===== config.mk =====
export PLATFORM = sky130hd
export DESIGN_NAME = jk_ff_bank_flat
export DESIGN_NICKNAME = d
export VERILOG_FILES = /design/src/rtl/jk_ff_bank_if.sv /design/src/rtl/jk_ff_bank.sv /design/src/flat_wrapper.sv
export SDC_FILE = /design/constraint.sdc
export NUM_CORES = 1
export LEC_CHECK = 0
export ABC_AREA = 1
export BUFFER_PORTS_ARGS = -buffer_cell sky130_fd_sc_hd__buf_2
export CORE_MARGIN = 4
export CORE_UTILIZATION = 37
export DETAILED_ROUTE_END_ITERATION = 10
export PLACE_DENSITY = 0.77
export SLEW_MARGIN = 40
export SYNTH_ARGS = -nofsm -noshare
export SYNTH_HDL_FRONTEND = slang
export SYNTH_SLANG_ARGS = --single-unit

===== constraint.sdc =====
create_clock -name clk -period 1.4 [get_ports clk]
set_input_delay 0.21 -clock clk [delete_from_list [all_inputs] [get_ports clk]]
set_output_delay 0.21 -clock clk [all_outputs]
set_load 0.02 [all_outputs]

===== src/rtl/jk_ff_bank_if.sv =====
// rtl/jk_ff_bank_if.sv - control/data bundle for the JK flip-flop bank
// master drives controls and observes state; slave is the register bank
interface jk_ff_bank_if #(
  parameter int WIDTH = 4
);
  logic             en;
  logic             load;
  logic [WIDTH-1:0] load_val;
  logic [1:0]       mode;
  logic [WIDTH-1:0] J;
  logic [WIDTH-1:0] K;
  logic             up;
  logic [WIDTH-1:0] Q;
  logic [WIDTH-1:0] Qbar;
  logic             tc;

  modport master (
    output en, load, load_val, mode, J, K, up,
    input  Q, Qbar, tc
  );

  modport slave (
    input  en, load, load_val, mode, J, K, up,
    output Q, Qbar, tc
  );
endinterface


===== src/rtl/jk_ff_bank.sv =====
// rtl/jk_ff_bank.sv - WIDTH-bit register bank with JK, T, D and up/down count modes
// Q/Qbar are purely registered; tc is the only combinational output
module jk_ff_bank #(
  parameter int               WIDTH     = 4,
  parameter logic [WIDTH-1:0] RESET_VAL = '0
) (
  input logic          clk,
  input logic          rst,
  jk_ff_bank_if.slave  bus
);

  localparam logic [1:0] MODE_JK    = 2'b00;
  localparam logic [1:0] MODE_T     = 2'b01;
  localparam logic [1:0] MODE_D     = 2'b10;
  localparam logic [1:0] MODE_COUNT = 2'b11;

  logic [WIDTH-1:0] q_r;
  logic [WIDTH-1:0] q_nxt;
  logic [WIDTH-1:0] cnt_tgl;
  logic             carry;

  // A counter bit flips when every lower bit is at the wrap value for the direction.
  always_comb begin
    cnt_tgl = '0;
    carry   = 1'b1;
    for (int i = 0; i < WIDTH; i++) begin
      cnt_tgl[i] = carry;
      carry      = carry & (bus.up ? q_r[i] : ~q_r[i]);
    end
  end

  always_comb begin
    q_nxt = q_r;
    case (bus.mode)
      MODE_JK:    q_nxt = (bus.J & ~q_r) | (~bus.K & q_r);
      MODE_T:     q_nxt = q_r ^ bus.J;
      MODE_D:     q_nxt = bus.J;
      MODE_COUNT: q_nxt = q_r ^ cnt_tgl;
      default:    q_nxt = q_r;
    endcase
  end

  always_ff @(posedge clk) begin
    if (rst) begin
      q_r <= RESET_VAL;
    end else if (bus.load) begin
      q_r <= bus.load_val;
    end else if (bus.en) begin
      q_r <= q_nxt;
    end
  end

  assign bus.Q    = q_r;
  assign bus.Qbar = ~q_r;
  assign bus.tc   = (bus.mode == MODE_COUNT) && bus.en &&
                    (bus.up ? (&q_r) : ~(|q_r));

endmodule

===== src/flat_wrapper.sv =====
// flat-port wrapper written by rule: the top's interface ports become plain ports
module jk_ff_bank_flat 
#(
  parameter int               WIDTH     = 4,
  parameter logic [WIDTH-1:0] RESET_VAL = '0
)
  (clk, rst, bus_en, bus_load, bus_load_val, bus_mode, bus_J, bus_K, bus_up, bus_Q, bus_Qbar, bus_tc);
  jk_ff_bank_if #(.WIDTH(WIDTH)) bus_i ();
  input logic clk;
  input logic rst;
  input wire logic [$bits(bus_i.en)-1:0] bus_en;
  input wire logic [$bits(bus_i.load)-1:0] bus_load;
  input wire logic [$bits(bus_i.load_val)-1:0] bus_load_val;
  input wire logic [$bits(bus_i.mode)-1:0] bus_mode;
  input wire logic [$bits(bus_i.J)-1:0] bus_J;
  input wire logic [$bits(bus_i.K)-1:0] bus_K;
  input wire logic [$bits(bus_i.up)-1:0] bus_up;
  output wire logic [$bits(bus_i.Q)-1:0] bus_Q;
  output wire logic [$bits(bus_i.Qbar)-1:0] bus_Qbar;
  output wire logic [$bits(bus_i.tc)-1:0] bus_tc;
  assign bus_i.en = bus_en;
  assign bus_i.load = bus_load;
  assign bus_i.load_val = bus_load_val;
  assign bus_i.mode = bus_mode;
  assign bus_i.J = bus_J;
  assign bus_i.K = bus_K;
  assign bus_i.up = bus_up;
  assign bus_Q = bus_i.Q;
  assign bus_Qbar = bus_i.Qbar;
  assign bus_tc = bus_i.tc;
  jk_ff_bank #(.WIDTH(WIDTH), .RESET_VAL(RESET_VAL)) u_core (.clk(clk), .rst(rst), .bus(bus_i));
endmodule

==> reports/summary.txt <==
max reg flops: 4
clock latency on the worst-skew pair: 0.24 ns
area grow syn2layout: 42.3%
Hold Buf Count CTS: 0
fin crit period: 1.39 ns
Seq/Total Area, Yosys: 0.160
status: complete, no violations
Peak VDD IR: 0.644 mV
clock buffer depth: 2
Placed Instances: 135
Port Buffers: 27
Setup TNS: 0 ns
first-pass GRT wire length: 2.41 mm
max-cap check violation count: 0
worst hold path cell count: 2
1st-pass router iterations: 4
CTS Root Cell: clkbuf_4
Crit Path Category: reg -> out
gr ovfl total: 0
Post-synth ARST share: 0
1st-iter DRT viols: 24
layout cells sized above 1: 0.360
Post-Route WL: 1.54 mm
RSZ-0062 raised after global routing: yes
total CTS buffers: 3
yosys warns: 0
Post-synth EDFFs: 0
reg-to-reg setup timing slack: 0.26 ns
power per cell area: 692 mW/mm^2
GRT Total Usage: 0.156
Cells after Synth: 94
period utilization: 0.991
Net Count, Synth: 113
Routed wire per std cell: 11.0 um
commonest cells in the synthesized netlist: nand2_1, inv_1, nor2_1, nand3_1, a21oi_1
#FFs+latches synth: 4
DR vias: 716
H-tree levels: 1
Placer Congestion: 0.830
IO Count: 28
chain of cells forming the critical path: o21ai_4 > o2111ai_2 > a21oi_2 > buf_4
Die ar.: 0.00201 mm^2
CP max FO: 7
Critical Path Max Stage Delay: 0.36 ns
CTS tree: built
Fmax achieved: 721 MHz
Mean Syn Cell Area: 5.32 um^2
Leakage: 0.000397 uW
HP Class: in -> reg
Max-slew headroom: 0.740
antenna violation net count after detailed routing: 0
max-slew violations: 0
Core Region: 0.00119 mm^2
type of destination of the critical path: primary output
Post-synth top flop: dfxtp_1
CTS sink cnt: 4
worst r2r path cells: 9
Starting Density: 0.422
largest net degree at the start of global routing: 9
die width: 44.8 um
count leader, synth: nand2_1
nets: 146
slowest CP cell: dfxtp_4
vias per cell: 5.15
cell taking the most area after synthesis: nand2_1
Worst Skew: 0.00201 ns
Area contributors post-synth: nand2_1, dfxtp_1, inv_1, nand3_1, nor2_1
vias in the first global route: 639
Die Ht: 44.8 um
Detail Placement HPWL: 1.24 mm
initial antenna violation count: 0
top cell type's share of synthesized area: 0.240
endpoints failing setup: 0
CP Launch Type: flop
Post-Route Utilization: 0.600
CP Data Arrival Time: 1.18 ns
unique cell type count in the Yosys netlist: 19
n_diodes: 0
Placement Rows: 12
Placement Cell Area: 649 um^2
final std cells w/o fill: 139
DRC violations left: 0
Slew @ Worst Pin: 0.388 ns
Clock Pin Slew Worst Setup and Hold Paths: 0.04 ns
post-route design area: 712 um^2
post-synthesis instance area: 500 um^2
final hold vios: 0
Required @ worst endpoint: 1.19 ns
through the flow:
step	setup WS [ns]	hold slack, ns	total power, uW
floorplan	0.000580	0.272	262
global placement	0.187	0.423	331
detailed placement	0.173	0.421	334
CTS	0.00562	0.170	484
global route	-0.0329	0.170	537
finish	0.0125	0.172	493
cell type report:
cell class,instances,area [um^2]
Inverter,17,63.8
Fill cell,115,474
Sequential cell,4,86.3
Multi-Input combinational cell,72,369
Timing Repair Buffer,29,153
Tap cell,14,17.5
Clock buffer,3,22.5
cell families after synthesis:
kind of cell,share of synthesized area
simple gates,0.400
compound gates,0.272
buf+inv,0.150
flops,0.160
xor+xnor,0.0175
report_power, final:
group          internal [uW]  leakage [uW]  switching (uW)
Combinational           83.4      0.000348             122
Sequential               125     0.0000344            17.3
Clock                   96.0     0.0000138            49.1
Total                    304      0.000397             189
worst max-delay path, delay by kind of cell (launching register included):
kind            cells  cell delay [ns]
buf+inv             1             0.15
flops               1             0.36
compound gates      3             0.42
placed cells by master (no fill, tap or decap), drive strengths merged:
cell,instances
o21ai,5
nor2,9
xnor2,1
inv,16
o2111ai,1
buf,29
o21bai,1
o2bb2ai,1
clkinv,1
o211ai,4
nand3,8
dfxtp,4
a22oi,3
nand2,33
a21oi,6
clkbuf,3
routing by layer:
metal | track usage | part of all wire
met1 | 0.175 | 0.43
met2 | 0.264 | 0.46
met3 | 0.0598 | 0.084
met4 | 0.0643 | 0.018
met5 | 0 | 0
path summary, 6_finish.rpt:
kind | startpoint | end
worst max-delay path | u_core.bus.Q[1] | bus_tc
worst min-delay path | rst | u_core.bus.Q[2]
worst max register to register | u_core.bus.Q[0] | u_core.bus.Q[1]
worst min register to register | u_core.bus.Q[1] | u_core.bus.Q[1]
timing repair:
item                       4_1_cts  5_1_grt
setup endpoints to repair        1        1
cloned                           0        0
buffers inserted                 0        1
pin swaps                        0        1
resized for setup                3        7
Note: power is estimated with default switching activity, not from simulation.
